<file path="src/rtl/lsu_pkg.sv">
// Shared encodings for the load/store unit: access sizes, FSM state codes
// and the default data-memory size.
package lsu_pkg;

   localparam int unsigned MEM_BYTES_DEF = 16384;

   localparam logic [1:0] SZ_B = 2'b00;
   localparam logic [1:0] SZ_H = 2'b01;
   localparam logic [1:0] SZ_W = 2'b10;

   localparam logic [2:0] ST_IDLE   = 3'd0;
   localparam logic [2:0] ST_LOAD   = 3'd1;
   localparam logic [2:0] ST_STORE  = 3'd2;
   localparam logic [2:0] ST_RMW_RD = 3'd3;
   localparam logic [2:0] ST_RMW_WR = 3'd4;
   localparam logic [2:0] ST_DONE   = 3'd5;

   // Byte and half stores need read-modify-write; 2'b11 falls through to word.
   function automatic logic is_subword(input logic [1:0] size);
      return (size == SZ_B) || (size == SZ_H);
   endfunction

endpackage

</file>
<file path="src/rtl/lsu_align.sv">
// Big-endian lane handling: extracts and extends load results from the MSB
// end of the dmem word, and merges sub-word store data into a read word.
module lsu_align
   import lsu_pkg::*;
(
   input  logic [1:0]  i_size,
   input  logic        i_uns,
   input  logic [31:0] i_rdata,
   input  logic [31:0] i_st_data,
   output logic [31:0] o_ld_ext,
   output logic [31:0] o_merged
);

   logic w_sign_b;
   logic w_sign_h;

   assign w_sign_b = i_rdata[31] & ~i_uns;
   assign w_sign_h = i_rdata[31] & ~i_uns;

   always_comb begin
      o_ld_ext = i_rdata;
      o_merged = i_st_data;
      case (i_size)
         SZ_B: begin
            o_ld_ext = {{24{w_sign_b}}, i_rdata[31:24]};
            o_merged = {i_st_data[7:0], i_rdata[23:0]};
         end
         SZ_H: begin
            o_ld_ext = {{16{w_sign_h}}, i_rdata[31:16]};
            o_merged = {i_st_data[15:0], i_rdata[15:0]};
         end
         default: ;
      endcase
   end

endmodule

</file>
<file path="src/rtl/lsu_ctrl.sv">
// Load/store sequencer between the core's execute stage and dmem; converts
// byte/half/word accesses into 4-byte big-endian dmem reads and writes.
//
// state     | meaning
// ----------+--------------------------------------------------------
// IDLE      | waiting for req; captures the access
// LOAD      | dmem read, extended result registered into ld_data
// STORE     | full-word dmem write
// RMW_RD    | dmem read, store data merged into the read word
// RMW_WR    | merged word written back
// DONE      | one-cycle completion pulse (err qualifies it)
module lsu_ctrl
   import lsu_pkg::*;
#(
   parameter int unsigned MEM_BYTES = MEM_BYTES_DEF,
   parameter int unsigned AW        = 32
) (
   input  logic          clk,
   input  logic          rst,
   input  logic          req,
   input  logic          we,
   input  logic [1:0]    size,
   input  logic          uns,
   input  logic [AW-1:0] addr,
   input  logic [31:0]   st_data,
   output logic [31:0]   ld_data,
   output logic          done,
   output logic          busy,
   output logic          err,
   output logic          dm_rvalid,
   output logic          dm_wvalid,
   output logic [AW-1:0] dm_raddr,
   output logic [AW-1:0] dm_waddr,
   output logic [31:0]   dm_wdata,
   input  logic [31:0]   dm_rdata
);

   logic [2:0]    r_state;
   logic [2:0]    w_next;
   logic [AW-1:0] r_addr;
   logic [1:0]    r_size;
   logic          r_uns;
   logic          r_err;
   logic [31:0]   r_wdata;
   logic [31:0]   r_ld_data;
   logic [AW:0]   w_end;
   logic          w_oor;
   logic [31:0]   w_ld_ext;
   logic [31:0]   w_merged;

   assign w_end = {1'b0, addr} + (AW+1)'(3);
   assign w_oor = w_end >= (AW+1)'(MEM_BYTES);

   lsu_align u_align (
      .i_size    (r_size),
      .i_uns     (r_uns),
      .i_rdata   (dm_rdata),
      .i_st_data (r_wdata),
      .o_ld_ext  (w_ld_ext),
      .o_merged  (w_merged)
   );

   // Out-of-range requests spend one strobe-free cycle in LOAD so every
   // non-RMW completion, including errors, has the same latency.
   always_comb begin
      w_next = r_state;
      case (r_state)
         ST_IDLE: begin
            if (req) begin
               if (w_oor || !we)        w_next = ST_LOAD;
               else if (is_subword(size)) w_next = ST_RMW_RD;
               else                     w_next = ST_STORE;
            end
         end
         ST_LOAD, ST_STORE, ST_RMW_WR: w_next = ST_DONE;
         ST_RMW_RD: w_next = r_err ? ST_DONE : ST_RMW_WR;
         default:   w_next = ST_IDLE;
      endcase
   end

   always_ff @(posedge clk or posedge rst) begin
      if (rst) begin
         r_state   <= ST_IDLE;
         r_addr    <= '0;
         r_size    <= 2'b00;
         r_uns     <= 1'b0;
         r_err     <= 1'b0;
         r_wdata   <= 32'h0;
         r_ld_data <= 32'h0;
      end else begin
         r_state <= w_next;
         case (r_state)
            ST_IDLE: begin
               if (req) begin
                  r_addr  <= addr;
                  r_size  <= size;
                  r_uns   <= uns;
                  r_err   <= w_oor;
                  r_wdata <= st_data;
               end
            end
            ST_LOAD:   r_ld_data <= r_err ? 32'h0 : w_ld_ext;
            ST_RMW_RD: r_wdata   <= w_merged;
            ST_DONE:   r_err     <= 1'b0;
            default: ;
         endcase
      end
   end

   assign dm_rvalid = ((r_state == ST_LOAD) || (r_state == ST_RMW_RD)) && !r_err;
   assign dm_wvalid = ((r_state == ST_STORE) || (r_state == ST_RMW_WR)) && !r_err;
   assign dm_raddr  = r_addr;
   assign dm_waddr  = r_addr;
   assign dm_wdata  = r_wdata;
   assign ld_data   = r_ld_data;
   assign done      = (r_state == ST_DONE);
   assign err       = (r_state == ST_DONE) && r_err;
   assign busy      = (r_state != ST_IDLE);

endmodule
</file>
<file path="config.mk">
export PLATFORM = sky130hd
export DESIGN_NAME = lsu_ctrl
export DESIGN_NICKNAME = d
export VERILOG_FILES = /design/src/rtl/lsu_pkg.sv /design/src/rtl/lsu_align.sv /design/src/rtl/lsu_ctrl.sv
export SDC_FILE = /design/constraint.sdc
export NUM_CORES = 1
export LEC_CHECK = 0
export CORE_MARGIN = 3
export CORE_UTILIZATION = 43
export DETAILED_ROUTE_END_ITERATION = 8
export GPL_TIMING_DRIVEN = 0
export PLACE_DENSITY = 0.79
export SLEW_MARGIN = 15
export SYNTH_ARGS = -nofsm -noshare
export SYNTH_HDL_FRONTEND = slang
export SYNTH_SLANG_ARGS = --single-unit
</file>
<file path="constraint.sdc">
create_clock -name clk -period 3.6 [get_ports clk]
set_input_delay 0.36 -clock clk [delete_from_list [all_inputs] [get_ports clk]]
set_output_delay 0.36 -clock clk [all_outputs]
set_load 0.005 [all_outputs]
</file>
==> reports/results.tsv <==
stage	metric	value	unit
place	routability cong.	0.9015	
pwr	IR drop worst, VDD	0.0004614	V
setup_path	Largest stage delay, worst path	0.62	ns
finish	fill count	941	
yosys	count leader, synth	dfrtp_1	
pwr	register share of total power	0.327	
clock_tree	number of instances resized during post-cts repair	0	
clock_tree	root buf cell	clkbuf_16	
clock_tree	clock buffer depth	2	
timing	RSZ-0062 raised after global routing	false	
timing	relative slew slack	0.5046	
drt	Pre-Repair DR Iteration Count	4	
clock_tree	TritonCTS buffer count	9	
yosys	Warnings, synthesis	0	
drt	antenna-violating nets left	0	
timing	Clock Skew	0.008902	ns
grt	initial antenna violation count	1	
grt	largest net degree at the start of global routing	79	
floorplanning	full die area	13820	sq um
min_path	Hold WC Path Type	in2async	
finish	share of post-route cells with drive strength above 1	0.1155	
grt	wire length of the first global-routing pass	27820	um
yosys	leading area contributor after synthesis	dfrtp_1	
grt	vias in the first global route	5247	
floorplanning	Die X	117.6	um
clock_tree	hold_buf cts	0	
yosys	Post-synth top cells	dfrtp_1 (103), nand2_1 (76), o21ai_0 (45)	
grt	grt total ovfl	0	
floorplanning	Row Count	40	
yosys	post-synthesis register bit count	103	
place	Cells after DPL	957	
drt	Via density	5.223	
floorplanning	initial cell density of the core	0.4419	
drt	drt wl/cell	18.03	um
place	input/output buffers	235	
yosys	Synth area leaders	dfrtp_1 (48%), mux2i_1 (8.2%), mux2_2 (6.9%)	
clock_tree	setup bufs post-CTS	0	
clock_tree	CTS tree	built	
finish	Nets	903	
yosys	number of synthesized flops with an enable pin	0	
finish	Ant. Diodes	0	
drt	initial drt markers	427	
status	status	finished clean	
floorplanning	total core area	12110	sq um
finish	Finished Cell Area	8247	sq um
yosys	Yosys cell types	45	
pwr	sw power	0.002156	W
finish	area growth from synthesis to layout	54.07	%
yosys	Primary FF master, synth	dfrtp_1	
finish	Post-Layout Cell Count	973	
clock_tree	Clock Sinks	103	
yosys	post-synthesis mux area share	0.1559	
yosys	post-synthesis cell area	5353	sq um
drt	drc violations	0	
pwr	total power	0.006514	W
yosys	Mean Syn Cell Area	9.679	sq um
drt	drt total wl	17540	um
yosys	sequential element share of the synthesized area	0.4815	
yosys	Post-Synth XOR/XNOR Area	0.006545	
place	area post-placement	7948	sq um
yosys	Post-synth ARST share	1.000	
pwr	Power per Cell Area	789.8	nW/um^2
drt	routed vias	5082	
setup_path	Crit. End Element	flop	
setup_path	Crit-path slowest cell	or4_4	
setup_path	CP Cell Sequence	clkdlybuf4s50_1 -> nand4_1 -> or4_4 -> nor3_4 -> nand2_1 -> o41ai_1 -> and4_1	
timing	f_max	379.0	MHz
place	HPWL Detailed	13830	um
timing	max-slew violation count	0	
yosys	Post-Synth Adder-Cell Area	0	
clock_tree	worst skew pair latency	0.35	ns
yosys	Post-Syn Instances	553	
clock_tree	Clock H-tree levels	3	
timing	min cycle time layout	2.639	ns
timing	Slew @ Worst Pin	0.7431	ns
floorplanning	die height	117.6	um
yosys	Synth Net Count	656	
timing	endpoints failing hold	0	
grt	GRT Total Usage	0.2525	
yosys	Compound-Gate Fraction of Synth Area	0.1201	
clock_tree	clk slew on worst S/H paths	0.07	ns
setup_path	critical path required time	3.88	ns
pwr	Switching Fraction	0.3310	
timing	Final setup viols	0	
pwr	combinational share of power	0.520	
pwr	leakage power figure	3.595	nW
yosys	Yosys top cell area share	0.4815	
setup_path	CP Class	in2reg	
floorplanning	I/O pin cnt	236	
timing	final period utilization	0.7329	
flow_run	Max-Cap Viols	0	
pwr	Int Pwr	0.004358	W
finish	multi-input logic area	2376	sq um
yosys	Post-Synth Simple-Gate Area	0.1613	
finish	Register Area	2577	sq um
yosys	largest family of logic cells by synthesized area	simple AND/OR/NAND/NOR gates	
pwr	Clock power frac	0.153	
setup_path	type of origin of the critical path	input port	
setup_path	WP data arrival	2.92	ns
setup_path	CP max FO	5	
-- placed cells by master, fill, tap and decap left out, drive strengths merged, types with 6 or more instances in the layout --
cell type,synthesis,final
inv,6,7
o41ai,8,8
clkbuf,31,41
nor2b,24,24
dfrtp,103,103
mux2,33,33
buf,37,38
nand2,76,76
o21ai,62,62
mux2i,45,45
nor2,40,40
clkdlybuf4s50,0,235
a21oi,39,39
nor3,6,6
-- power groups by stage --
stage | logic (W) | registers, W | clock network, W
detailed placement | 0.00339 | 0.00214 | 0
CTS | 0.00341 | 0.00213 | 0.00101
global placement | 0.00332 | 0.00212 | 0
global route | 0.00368 | 0.00220 | 0.00105
floorplan | 0.00147 | 0.00209 | 0
finish | 0.00339 | 0.00213 | 0.000996
-- flip-flops by register name, indices dropped and copies added (netlist names) --
signal and cells:
dm_raddr 32, dm_wdata 32, ld_data 32, r_state 3, r_size 2, r_err 1, r_uns 1
-- cell type report --
class | instances | area share
sequential | 103 | 0.3125
timing repair buffer | 236 | 0.2886
clock inverter | 6 | 0.008496
tap | 168 | 0.02549
inverter | 6 | 0.003338
clock buffer | 10 | 0.02777
multi-input combinational | 376 | 0.2881
buffer | 68 | 0.04567
-- stage by stage --
step	hold slack [ns]	TNS (ns)	setup slack [ns]	util
4_1_cts	0.3479	0	0.9487	0.6809
6_report	0.3470	0	0.9614	0.6809
5_1_grt	0.3791	0	0.8787	0.6809
3_3_place_gp	0.4634	-96.42	-0.9461	0.6535
3_5_place_dp	0.4742	0	0.5691	0.6562
2_1_floorplan	0.4673	0	0.5362	-
-- layer usage --
layer | GRT usage | vias up | wire (um)
li1 | - | 2375 | -
met1 | 0.3128 | 2409 | 7236
met2 | 0.4202 | 263 | 8273
met3 | 0.07160 | 33 | 1511
met4 | 0.09744 | 2 | 512
met5 | 0 | - | 7
-- worst max-delay path: cells and delay by family --
kind,cells,cell delay (ns)
AND/OR/NAND/NOR,5,1.54
AO/OA/AOI/OAI,1,0.53
buffers and inverters,1,0.49
-- final timing paths --
path | endpoint | cells after the start | slack (ns) | start
worst max-delay path | r_state[1] | 7 | 0.96 | addr[5]
worst min-delay path | dm_raddr[9] | 2 | 0.35 | rst
worst max register to register | dm_wdata[0] | 6 | 1.14 | r_state[2]
worst min register to register | ld_data[8] | 2 | 0.49 | ld_data[8]
max in group asynchronous | dm_raddr[25] | 3 | 2.59 | rst
min in group clk | ld_data[8] | 2 | 0.49 | ld_data[8]
-- logic make-up (layout without fill, tap and decap cells) --
| kind of cell | Yosys count | count (layout) |
|---|---|---|
| muxes | 78 | 78 |
| xor gates and xnor gates | 4 | 4 |
| AOI/OAI and AO/OA | 118 | 118 |
| buffers and inverters | 74 | 326 |
| DFF | 103 | 103 |
| and+or+nand+nor | 176 | 176 |
Power figures use the tool's default switching activity.
